File: config.mk
export PLATFORM = sky130hd
export DESIGN_NAME = fc8_sysctl
export DESIGN_NICKNAME = d
export VERILOG_FILES = /design/src/rtl/fc8_sysctl.sv
export SDC_FILE = /design/constraint.sdc
export NUM_CORES = 1
export LEC_CHECK = 0
export ABC_AREA = 1
export ABC_CLOCK_PERIOD_IN_PS = 1550
export BUFFER_PORTS_ARGS = -buffer_cell sky130_fd_sc_hd__buf_2
export CAP_MARGIN = 15
export CORE_MARGIN = 4
export CORE_UTILIZATION = 55
export CTS_BUF_LIST = sky130_fd_sc_hd__clkbuf_2 sky130_fd_sc_hd__clkbuf_4 sky130_fd_sc_hd__clkbuf_8
export DETAILED_ROUTE_END_ITERATION = 6
export PLACE_DENSITY = 0.77
export SLEW_MARGIN = 20
export SYNTH_ARGS = -nofsm -noshare
export SYNTH_HDL_FRONTEND = slang
export SYNTH_SLANG_ARGS = --single-unit
File: constraint.sdc
create_clock -name clk -period 1.55 [get_ports clk]
set_input_delay 0.155 -clock clk [delete_from_list [all_inputs] [get_ports clk]]
set_output_delay 0.155 -clock clk [all_outputs]
set_load 0.01 [all_outputs]
File: src/rtl/fc8_sysctl.sv
// fc8_sysctl: memory-mapped system controller for fc8_cpu.
// Answers a 16-byte I/O window at BASE holding a 16-bit down-counter timer,
// a sticky interrupt status/enable pair driving irq_n, and an NMI pulse
// generator driving nmi_n.
// Ports:
//   clk, rst_n       - clock and synchronous active-low reset
//   addr, wdata, we  - CPU bus (address, write data, write enable)
//   rdata, hit       - registered read data and in-window read flag
//   irq_n, nmi_n     - registered active-low interrupt outputs
//   ext_irq          - synchronous active-high peripheral interrupt lines
//   nmi_btn          - asynchronous raw NMI request
module fc8_sysctl #(
  parameter logic [15:0] BASE      = 16'hFF00,
  parameter int unsigned NMI_PULSE = 4
) (
  input  logic        clk,
  input  logic        rst_n,
  input  logic [15:0] addr,
  input  logic [7:0]  wdata,
  input  logic        we,
  output logic [7:0]  rdata,
  output logic        hit,
  output logic        irq_n,
  output logic        nmi_n,
  input  logic [2:0]  ext_irq,
  input  logic        nmi_btn
);

  localparam logic [7:0] PULSE_LEN = 8'(NMI_PULSE);

  localparam logic [3:0] OFF_TRL    = 4'd0;
  localparam logic [3:0] OFF_TRH    = 4'd1;
  localparam logic [3:0] OFF_TCTRL  = 4'd2;
  localparam logic [3:0] OFF_CNTL   = 4'd3;
  localparam logic [3:0] OFF_CNTH   = 4'd4;
  localparam logic [3:0] OFF_ISTAT  = 4'd5;
  localparam logic [3:0] OFF_IEN    = 4'd6;
  localparam logic [3:0] OFF_NMICTL = 4'd7;

  logic [7:0]  trl_q, trl_d, trh_q, trh_d;
  logic        en_q, en_d, ar_q, ar_d;
  logic [15:0] count_q, count_d;
  logic [7:0]  shadow_q, shadow_d;
  logic [3:0]  istat_q, istat_d, ien_q, ien_d;
  logic        nmien_q, nmien_d;
  logic [2:0]  ext_prev_q;
  logic        sync1_q, sync2_q, sync3_q;
  logic [7:0]  pulse_cnt_q, pulse_cnt_d;
  logic [7:0]  rdata_q, rdata_d;
  logic        hit_q, hit_d, irq_n_q, irq_n_d, nmi_n_q, nmi_n_d;

  logic        in_win_s, wr_s, rd_s;
  logic [3:0]  off_s;
  logic [15:0] reload_s;
  logic [7:0]  rd_mux_s;
  logic        timer_evt_s, nmi_rise_s;
  logic [3:0]  istat_clr_s;

  // Address decode: the window is the 16 bytes whose upper 12 bits match BASE
  always_comb begin
    in_win_s = (addr[15:4] == BASE[15:4]);
    off_s    = addr[3:0];
    wr_s     = in_win_s & we;
    rd_s     = in_win_s & ~we;
    reload_s = {trh_q, trl_q};
  end

  // Read mux over the register values as they stand at this edge
  always_comb begin
    case (off_s)
      OFF_TRL:    rd_mux_s = trl_q;
      OFF_TRH:    rd_mux_s = trh_q;
      OFF_TCTRL:  rd_mux_s = {6'b000000, ar_q, en_q};
      OFF_CNTL:   rd_mux_s = count_q[7:0];
      OFF_CNTH:   rd_mux_s = shadow_q;
      OFF_ISTAT:  rd_mux_s = {4'b0000, istat_q};
      OFF_IEN:    rd_mux_s = {4'b0000, ien_q};
      OFF_NMICTL: rd_mux_s = {7'b0000000, nmien_q};
      default:    rd_mux_s = 8'h00;
    endcase
  end

  // Timer, register writes, interrupt status and NMI pulse next-state
  always_comb begin
    trl_d       = trl_q;
    trh_d       = trh_q;
    en_d        = en_q;
    ar_d        = ar_q;
    count_d     = count_q;
    shadow_d    = shadow_q;
    ien_d       = ien_q;
    nmien_d     = nmien_q;
    timer_evt_s = 1'b0;
    istat_clr_s = 4'h0;

    // Timer step; a one-shot parks at zero and drops EN
    if (en_q) begin
      if (count_q == 16'h0000) begin
        timer_evt_s = 1'b1;
        if (ar_q) begin
          count_d = reload_s;
        end else begin
          en_d = 1'b0;
        end
      end else begin
        count_d = count_q - 16'h0001;
      end
    end else begin
      count_d = count_q;
    end

    // A bus write overrides the timer's own EN update in the same cycle
    if (wr_s) begin
      case (off_s)
        OFF_TRL:    trl_d = wdata;
        OFF_TRH:    trh_d = wdata;
        OFF_TCTRL: begin
          count_d = (wdata[0] && !en_q) ? reload_s : count_d;
          en_d    = wdata[0];
          ar_d    = wdata[1];
        end
        OFF_ISTAT:  istat_clr_s = wdata[3:0];
        OFF_IEN:    ien_d = wdata[3:0];
        OFF_NMICTL: nmien_d = wdata[0];
        default:    trl_d = trl_q;
      endcase
    end else begin
      istat_clr_s = 4'h0;
    end

    // CNTL reads snapshot the high byte so a later CNTH read is coherent
    if (rd_s && (off_s == OFF_CNTL)) begin
      shadow_d = count_q[15:8];
    end else begin
      shadow_d = shadow_q;
    end

    // Sets are OR-ed in after the clear so a same-cycle set wins
    istat_d = (istat_q & ~istat_clr_s) | {ext_irq & ~ext_prev_q, timer_evt_s};

    // Rising edges are dropped while a pulse runs or NMI is disabled
    nmi_rise_s = sync2_q & ~sync3_q;
    if (pulse_cnt_q != 8'h00) begin
      pulse_cnt_d = pulse_cnt_q - 8'h01;
    end else if (nmi_rise_s && nmien_q) begin
      pulse_cnt_d = PULSE_LEN;
    end else begin
      pulse_cnt_d = 8'h00;
    end

    rdata_d = rd_s ? rd_mux_s : 8'h00;
    hit_d   = rd_s;
    irq_n_d = ~|(istat_q & ien_q);
    nmi_n_d = (pulse_cnt_d == 8'h00);
  end

  // State and output registers with synchronous active-low reset
  always_ff @(posedge clk) begin
    if (!rst_n) begin
      trl_q       <= 8'h00;
      trh_q       <= 8'h00;
      en_q        <= 1'b0;
      ar_q        <= 1'b0;
      count_q     <= 16'h0000;
      shadow_q    <= 8'h00;
      istat_q     <= 4'h0;
      ien_q       <= 4'h0;
      nmien_q     <= 1'b0;
      ext_prev_q  <= 3'b000;
      sync1_q     <= 1'b0;
      sync2_q     <= 1'b0;
      sync3_q     <= 1'b0;
      pulse_cnt_q <= 8'h00;
      rdata_q     <= 8'h00;
      hit_q       <= 1'b0;
      irq_n_q     <= 1'b1;
      nmi_n_q     <= 1'b1;
    end else begin
      trl_q       <= trl_d;
      trh_q       <= trh_d;
      en_q        <= en_d;
      ar_q        <= ar_d;
      count_q     <= count_d;
      shadow_q    <= shadow_d;
      istat_q     <= istat_d;
      ien_q       <= ien_d;
      nmien_q     <= nmien_d;
      ext_prev_q  <= ext_irq;
      sync1_q     <= nmi_btn;
      sync2_q     <= sync1_q;
      sync3_q     <= sync2_q;
      pulse_cnt_q <= pulse_cnt_d;
      rdata_q     <= rdata_d;
      hit_q       <= hit_d;
      irq_n_q     <= irq_n_d;
      nmi_n_q     <= nmi_n_d;
    end
  end

  assign rdata = rdata_q;
  assign hit   = hit_q;
  assign irq_n = irq_n_q;
  assign nmi_n = nmi_n_q;

endmodule

==> flow_metrics.tcl <==
set metrics [dict create \
    status "finished with violations" \
    violations "negative setup slack" \
    clk_latency_ns 0.36 \
    slowest_delay_ns 0.34 \
    seqCellArea_um2 1540 \
    ys_ff_latch 76 \
    cpMaxStageDelayCell "dfxtp_2" \
    cap_violations 0 \
    grt_pass1_wl_um 20800 \
    ir_drop_mv 1.50 \
    rsz0062_at_grt "yes" \
    antennaDiodeCount 0 \
    rows 31 \
    syn_nets 655 \
    worst_path_most_repeated_cell "nand2_4" \
    r2r_start "count_q[0]" \
    fmax_mhz 625 \
    viasPerCell 5.55 \
    finalCriticalPeriod_ns 1.60 \
    fillCellCount 566 \
    syn_area_um2 4120 \
    arrival_ns 1.85 \
    clk_path_buf_depth 2 \
    postSynthAreaPerCell_um2 6.64 \
    hp-start "wdata[6]" \
    multi_input_area_um2 2350 \
    path_buf_inv 2 \
    async_reset_ff_share_pct 0 \
    core_area_um2 7250 \
    synthTopCellsByArea "dfxtp_1 (37%), nand2_1 (12%), inv_1 (8.3%)" \
    power.density_nw_per_um2 887 \
    finalWorstSetupSlack_ns -0.0507 \
    drc 0 \
    grt_pass1_vias 4492 \
    slew_viol_final 0 \
    ff2ff_setup_slack_ns -0.05 \
    worstMarginPinSlew_ns 0.303 \
    yosys.area.top_type_share_pct 37.0 \
    die-height_um 94.5 \
    r2r_cells 12 \
    p_leak_uw 0.00255 \
    timing.hold.ws_ns 0.0826 \
    worstSetupEndpointType "register" \
    initial_utilization_pct 56.8 \
    start_kind "register" \
    min_path_type "primary input to register" \
    cts_root_buf "clkbuf_8" \
    ant_nets 0 \
    routedWlPerCell_um 15.9 \
    dp_hpwl_um 9400 \
    reg2reg_to "count_q[5]" \
    gp_congestion 1.04 \
    htree_levels 3 \
    ys_top_cells_by_count "nand2_1 (132), inv_1 (91), nor2_1 (86)" \
    setup_viol 8 \
    drt_iter0_markers 462 \
    totalWireLength_um 13100 \
    timing.setup.tns_ns -0.130 \
    path_clk_slew_ns 0.09 \
    synth_edf_count 0 \
    cts_tree "yes" \
    worst-endpoint-required_ns 1.80 \
    stdcell_count 827 \
    dieArea_um2 8930 \
    ys.flop_type "dfxtp_1" \
    place_inst 797 \
    critical-path-top-delay-family "simple AND/OR/NAND/NOR gates" \
    die_width_um 94.5 \
    synth-seq-area-share_pct 37.0 \
    min_path_cells 3 \
    crit_chain "inv_2 -> ha_4 -> nand2_4 -> nor2_4 -> nand2_4 -> buf_12 -> nand2_4 -> nand2_2 -> nand2_1 -> nand3_1 -> nand2_1 -> nor2_1" \
    cp_max_fo 6 \
    clock_skew_ns 0.00532 \
    io_pins 42 \
    critPathLaunch "count_q[0]" \
    period_share_pct 103 \
    finalHoldViolations 0 \
    max-slew-margin-rel_pct 79.7 \
    first_pass_iters 5 \
    cts_inserted_buffers 9 \
    vias 4588 \
    synth_cell_type_count 39 \
    synthCells 620 \
    yosysWarnings 0 \
    portBuffers 41 \
    total_power_uw 4740 \
    synth_top_area_cell "dfxtp_1" \
    synthToLayoutAreaGrowth_pct 29.8 \
    grt_overflow_total 0 \
    hold_end "trh_q[6]" \
    track_usage_pct 29.8 \
    nets 758 \
    crit_type "register to register" \
    cts_sinks 76 \
    layout-drive-gt1-share_pct 27.7 \
    yosysMostFrequentCell "nand2_1" \
    antenna_found_initial 0 \
    grt_max_degree 42 \
]
[logic make-up after synthesis]
logic type	after synthesis	share of synthesized area (%)
buffers and inverters	113	11.0
xor gates and xnor gates	2	0.426
and+or+nand+nor	306	34.1
adders and majority gates	4	1.22
AOI/OAI and AO/OA	119	16.3
DFF	76	37.0
[per-stage QoR]
step / setup slack [ns] / utilization (%) / instance area, um2
after CTS: -0.0339 / 69.5 / 5040
after global routing: -0.125 / 73.7 / 5340
final: -0.0507 / 73.7 / 5340
after floorplan: 0.0977 / - / 4120
after global placement: -0.0597 / 66.1 / 4790
after detailed placement: -0.0586 / 66.1 / 4790
[worst max path at each step]
stage,endpoint,slack (ns),cells after the start
after global placement,count_q[4],-0.06,8
after CTS,count_q[11],-0.03,9
after detailed placement,count_q[4],-0.06,8
after floorplan,count_q[10],0.1,11
final,count_q[5],-0.05,12
after global routing,count_q[10],-0.12,11
[sequential cells by signal, indices dropped and copies added, names as in the netlist]
name	flops
ar_q	1
count_q	16
en_q	1
ext_prev_q	3
hit	1
ien_q	4
irq_n	1
istat_q	4
nmi_n	1
nmien_q	1
pulse_cnt_q	8
rdata	8
shadow_q	8
sync1_q	1
sync2_q	1
sync3_q	1
trh_q	8
trl_q	8
[area by class of cell]
cell class	instances	share of cell area (%)
sequential	76	28.8
clock inverter	6	0.866
clock buffer	10	2.46
tap	99	2.32
inverter	97	7.00
multi-input combinational	432	43.9
timing repair buffer	107	14.7
[tightest hold or removal path, cell delays in order]
cell and delay, ns:
buf_2 0.11, nor2_1 0.09, a211oi_1 0.05
[per-layer routing]
| metal | wire length (um) | vias to the layer above | global-route usage [%] |
|---|---|---|---|
| li1 | - | 2217 | - |
| met1 | 5290 | 2078 | 38.9 |
| met2 | 6160 | 243 | 48.3 |
| met3 | 1080 | 50 | 4.22 |
| met4 | 587 | 0 | 14.9 |
| met5 | 0 | - | 0 |
[placed cells by master (no fill, tap or decap), types with 5 or more instances in the layout]
cell | netlist | routed
dfxtp_1 | 76 | 63
o21ai_1 | 6 | 9
nand2_2 | 3 | 9
a21oi_2 | 1 | 5
o21ai_0 | 40 | 37
a21oi_1 | 39 | 35
nand4_1 | 15 | 15
nor2_4 | 6 | 12
nand3_2 | 3 | 5
nor2_2 | 6 | 12
clkbuf_8 | 0 | 9
buf_2 | 1 | 41
inv_1 | 91 | 83
inv_2 | 5 | 9
nor3_1 | 7 | 7
buf_6 | 3 | 5
buf_4 | 1 | 53
dfxtp_2 | 0 | 13
nand2_1 | 132 | 123
o22ai_1 | 11 | 11
nand3_1 | 40 | 35
nor2_1 | 86 | 74
a211oi_1 | 13 | 13
[power by group]
part           leakage (uW)  total (uW)  switching (uW)  internal [uW]
clock             0.0000871        1430             814            614
combinational       0.00184        1180             723            460
sequential         0.000623        2130            63.0           2070
[timing repair]
action,in CTS,in global routing
setup endpoints to repair,12,17
setup buffers,1,7
pin swaps,4,20
hold endpoints to repair,4,0
gates cloned,0,2
hold buffers,4,0
gates resized for setup,11,70
Power figures use the tool's default switching activity.
